--- src/rtl/ram_ctrl_pkg.sv ---
// Shared types and default sizes for the RAM port arbiter and its round-robin helper.
package ram_ctrl_pkg;

  localparam int DEF_DATA_W = 8;
  localparam int DEF_ADDR_W = 4;

  typedef enum logic {
    INIT,
    SERVE
  } state_t;

  typedef enum logic {
    REQ_A,
    REQ_B
  } req_id_t;

endpackage

--- src/rtl/ram_port_arbiter_arb.sv ---
// Two-way round-robin arbiter; on a tie the requester that did not win last time is granted.
module rr_arb2
  import ram_ctrl_pkg::*;
(
  input  logic       clk,
  input  logic       rst,
  input  logic [1:0] req,
  input  logic       en,
  output logic [1:0] gnt
);

  req_id_t last_gnt;

  always_comb begin
    gnt = 2'b00;
    if (en) begin
      if (req == 2'b11) gnt = (last_gnt == REQ_B) ? 2'b01 : 2'b10;
      else              gnt = req;
    end
  end

  // history only moves on an actual grant so idle cycles keep fairness
  always_ff @(posedge clk or posedge rst) begin
    if (rst)         last_gnt <= REQ_B;
    else if (gnt[0]) last_gnt <= REQ_A;
    else if (gnt[1]) last_gnt <= REQ_B;
  end

endmodule

--- src/rtl/ram_port_arbiter.sv ---
// Owns the single RAM port: zero-fills after reset/clear, then shares it between A and B.
// state | meaning
// INIT  | writing INIT_VAL to every address, no grants
// SERVE | round-robin one access per cycle, rvalid one cycle after a read grant
module ram_port_arbiter
  import ram_ctrl_pkg::*;
#(
  parameter int                DATA_W   = DEF_DATA_W,
  parameter int                ADDR_W   = DEF_ADDR_W,
  parameter logic [DATA_W-1:0] INIT_VAL = '0
) (
  input  logic              clk,
  input  logic              rst,
  input  logic              clr_req,
  output logic              init_done,
  input  logic              a_req,
  input  logic              a_we,
  input  logic [ADDR_W-1:0] a_addr,
  input  logic [DATA_W-1:0] a_wdata,
  output logic              a_gnt,
  output logic              a_rvalid,
  output logic [DATA_W-1:0] a_rdata,
  input  logic              b_req,
  input  logic              b_we,
  input  logic [ADDR_W-1:0] b_addr,
  input  logic [DATA_W-1:0] b_wdata,
  output logic              b_gnt,
  output logic              b_rvalid,
  output logic [DATA_W-1:0] b_rdata,
  output logic              ram_we,
  output logic [ADDR_W-1:0] ram_addr,
  output logic [DATA_W-1:0] ram_din,
  input  logic [DATA_W-1:0] ram_dout
);

  state_t            state;
  logic [ADDR_W-1:0] fill_cnt;
  logic [1:0]        gnt;
  logic              arb_en;

  // a clear in SERVE blocks grants in the same cycle it is seen
  assign arb_en = (state == SERVE) && !clr_req;

  rr_arb2 u_arb (
    .clk (clk),
    .rst (rst),
    .req ({b_req, a_req}),
    .en  (arb_en),
    .gnt (gnt)
  );

  assign a_gnt = gnt[0];
  assign b_gnt = gnt[1];

  always_comb begin
    ram_we   = 1'b0;
    ram_addr = '0;
    ram_din  = '0;
    if (state == INIT) begin
      ram_we   = 1'b1;
      ram_addr = fill_cnt;
      ram_din  = INIT_VAL;
    end else if (gnt[0]) begin
      ram_we   = a_we;
      ram_addr = a_addr;
      ram_din  = a_wdata;
    end else if (gnt[1]) begin
      ram_we   = b_we;
      ram_addr = b_addr;
      ram_din  = b_wdata;
    end
  end

  always_ff @(posedge clk or posedge rst) begin
    if (rst) begin
      state     <= INIT;
      fill_cnt  <= '0;
      init_done <= 1'b0;
    end else begin
      case (state)
        INIT: begin
          fill_cnt <= fill_cnt + ADDR_W'(1);
          if (fill_cnt == {ADDR_W{1'b1}}) begin
            state     <= SERVE;
            init_done <= 1'b1;
          end
        end
        SERVE: begin
          if (clr_req) begin
            state     <= INIT;
            fill_cnt  <= '0;
            init_done <= 1'b0;
          end
        end
        default: begin
          state     <= INIT;
          fill_cnt  <= '0;
          init_done <= 1'b0;
        end
      endcase
    end
  end

  always_ff @(posedge clk or posedge rst) begin
    if (rst) begin
      a_rvalid <= 1'b0;
      b_rvalid <= 1'b0;
    end else begin
      a_rvalid <= a_gnt & ~a_we;
      b_rvalid <= b_gnt & ~b_we;
    end
  end

  // the RAM output register already holds the read word during the valid cycle
  assign a_rdata = ram_dout;
  assign b_rdata = ram_dout;

endmodule

--- config.mk ---
export PLATFORM = sky130hd
export DESIGN_NAME = ram_port_arbiter
export DESIGN_NICKNAME = d
export VERILOG_FILES = /design/src/rtl/ram_ctrl_pkg.sv /design/src/rtl/ram_port_arbiter_arb.sv /design/src/rtl/ram_port_arbiter.sv
export SDC_FILE = /design/constraint.sdc
export NUM_CORES = 1
export LEC_CHECK = 0
export ABC_AREA = 1
export BUFFER_PORTS_ARGS = -buffer_cell sky130_fd_sc_hd__buf_2
export CORE_MARGIN = 2
export CORE_UTILIZATION = 38
export DETAILED_ROUTE_END_ITERATION = 8
export PLACE_DENSITY_LB_ADDON = 0.08
export SETUP_SLACK_MARGIN = 0.2
export SYNTH_ARGS = -nofsm -noshare
export SYNTH_HDL_FRONTEND = slang
export SYNTH_SLANG_ARGS = --single-unit
--- constraint.sdc ---
create_clock -name clk -period 3.2 [get_ports clk]
set_input_delay 0.16 -clock clk [delete_from_list [all_inputs] [get_ports clk]]
set_output_delay 0.16 -clock clk [all_outputs]
set_load 0.02 [all_outputs]
==> run_results.csv <==
group,metric,value,unit
floorplan,io_pins,73,
cells_and_area,nFillCells,209,
synth,ys_seq_area_share,29.72,%
sta,slew_viol_final,0,
global_route,antenna_found_initial,0,
place,dp_slack,1703,ps
cells_and_area,seq_area,226.5,sq um
global_route,grt_pass1_wl,3.236,mm
global_route,grt.total_usage,17.31,%
cells_and_area,syn_to_final_growth,22.82,%
pwr,power_density,695.9,nW/um^2
sta,setup_viol,0,
sta,setup_tns,0,ps
global_route,grt_pass1_vias,770,
sta,hold_viol,0,
critical_path,crit_path_top_delay_cell,"dfstp_2",
floorplan,rows,16,
synth,ys_seq_elements,9,
floorplan,core_area,1922,sq um
cells_and_area,design_area,935.9,sq um
floorplan,start_util,39.65,%
cts,clock_latency,260,ps
route,vias,793,
route,drt_first_pass_iters,4,
cells_and_area,nets,185,
cells_and_area,num_antenna_cells,0,
critical_path,max_stage_delay,540,ps
route,wl,1.901,mm
place,dpl_cell_area,899.6,sq um
route,drtIter0Drc,8,
global_route,top_usage_layer,"met2",
synth,syn_inst,109,
critical_path,crit_buf_inv,1,
critical_path,rrSetupSlack,1980,ps
place,hpwl,1.483,mm
pwr,p_leak,0.5606,nW
cts,holdBufCountCts,1,
route,wire_per_inst,11.12,microns
floorplan,die_w,48.78,microns
sta,worst_clock_skew,1.726,ps
job,maxCapViolations,0,
floorplan,die_h,48.78,microns
cts,tritoncts,"yes",
sta,relSlewSlack,76.95,%
cts,cts_max_path_buffers,2,
floorplan,die_area,2379,sq um
synth,syn-cell-area,762.0,sq um
critical_path,cp-end-kind,"output port",
status,outcome,"completed",
cts,numCtsBuffers,3,
sta,grt_setup_unrepaired,"false",
global_route,grt_start_max_net_pins,17,
synth,syn_avg_cell_area,6.991,sq um
critical_path,cp-start-kind,"flip-flop",
cts,clk_pin_slew,60,ps
route,ant_nets,0,
cts,postCtsSetupBuffers,0,
place,gp_routability_congestion,0.7228,
cells_and_area,drive_gt1_share,42.36,%
synth,synth_fp_nets,149,
global_route,use_met2,27.40,%
critical_path,required,3040,ps
route,drc,0,
cts,clock_sinks,9,
cts,htreeDepth,1,
cts,cts_resized,0,
sta,fmax,562.0,MHz
critical_path,critPathTopFamily,"flip-flops",
critical_path,worstSetupPathType,"reg -> out",
route,via_per_inst,4.637,
global_route,grt_overflow,0,
critical_path,path_cells,"nand2_2 > a21oi_4 > nand2_1 > nand2_1 > buf_2",
cts,root_buffer,"clkbuf_4",
sta,hold_slack,56.30,ps
critical_path,critPathArrivalTime,1620,ps
global_route,use_met3,3.374,%
sta,layout_worst_path_cycle_share,55.61,%
global_route,met1_usage,20.78,%
synth,ys_warn_count,0,
sta,period_minus_slack,1779,ps
place,io_buffers,48,
sta,worst_pin_slew,345.4,ps
pwr,ir_worst_vdd,380.9,uV
synth,ys_types,18,
critical_path,cp_max_fo,16,
worst_hold_path,hold_path.class,"in -> reg",
sta,fin_ws,1421,ps
critical_path,cpMostUsedCell,"nand2_1",
cells_and_area,multi_input_area,369.1,sq um
[layout make-up]
| type | instances | share of cell area [%] |
|---|---|---|
| inverters | 8 | 3.209 |
| flip-flops and latches | 9 | 24.20 |
| multi-input cells | 74 | 39.44 |
| well taps | 27 | 3.610 |
| clock buffers | 4 | 2.807 |
| repair buffers | 49 | 26.74 |
[power by group]
part           internal (mW)  total (mW)  leakage, nW  switching (mW)
logic                  0.126       0.351        0.434           0.224
registers              0.165       0.209        0.111          0.0444
clock network         0.0482      0.0915       0.0150          0.0433
[placed cells by master, fill, tap and decap left out, drive strengths merged]
cell type    synthesis  routed
nand4                6       6
nand2               39      39
o21a                 1       1
buf                 18      48
dfrtp                8       8
nand3               19      19
dfstp                1       1
o21ai                1       1
nor2                 5       5
ha                   1       1
a21oi                2       2
inv                  8       8
dlygate4sd3          0       1
clkbuf               0       4
[synthesized netlist by cell type]
cell | n | share of area [%]
buf_6 | 1 | 1.5
inv_2 | 2 | 0.99
buf_2 | 1 | 0.66
a21oi_4 | 1 | 2.1
nand4_1 | 6 | 4.9
nand2_1 | 35 | 17
ha_1 | 1 | 1.6
o21ai_1 | 1 | 0.66
nand2_2 | 4 | 3.3
nor2_1 | 3 | 1.5
buf_4 | 16 | 16
dfstp_2 | 1 | 3.4
a21oi_1 | 1 | 0.66
inv_1 | 6 | 3.0
nand3_1 | 19 | 12
nor2_4 | 2 | 3.0
o21a_1 | 1 | 0.99
dfrtp_1 | 8 | 26
[kinds of logic after synthesis]
group / synth area share [%]
AND/OR/NAND/NOR: 42.36
buffers and inverters: 21.84
flip-flops: 29.72
AO/OA/AOI/OAI: 4.433
adder cells (fa/ha/maj): 1.642
[final timing paths]
check,depth (start not counted),to,start
worst max-delay path,5,ram_din[4],u_arb.last_gnt
worst min-delay path,2,a_rvalid,a_we
worst max register to register,4,u_arb.last_gnt,u_arb.last_gnt
worst min register to register,2,init_done,init_done
max in group asynchronous,3,u_arb.last_gnt,rst
min in group asynchronous,3,fill_cnt[1],rst
[metal layers]
metal / up-vias / wire (microns) / share of wire [%]
met5: - / 0 / 0
met4: 0 / 27 / 1.4
met3: 4 / 161 / 8.5
met2: 34 / 896 / 47
met1: 342 / 815 / 43
li1: 413 / - / -
[per-stage QoR]
| stage | std cells | util (%) | power, mW |
|---|---|---|---|
| floorplan | 109 | - | 0.4844 |
| global placement | 166 | 46.81 | 0.5544 |
| detailed placement | 166 | 46.81 | 0.5617 |
| CTS | 171 | 48.70 | 0.6586 |
| global route | 171 | 48.70 | 0.7067 |
| finish | 171 | 48.70 | 0.6513 |
[sequential cells by signal, summed over array words and instances, names as in the netlist]
name            count
a_rvalid            1
fill_cnt            4
u_arb.last_gnt      1
state               1
b_rvalid            1
init_done           1
Power figures use the tool's default switching activity.
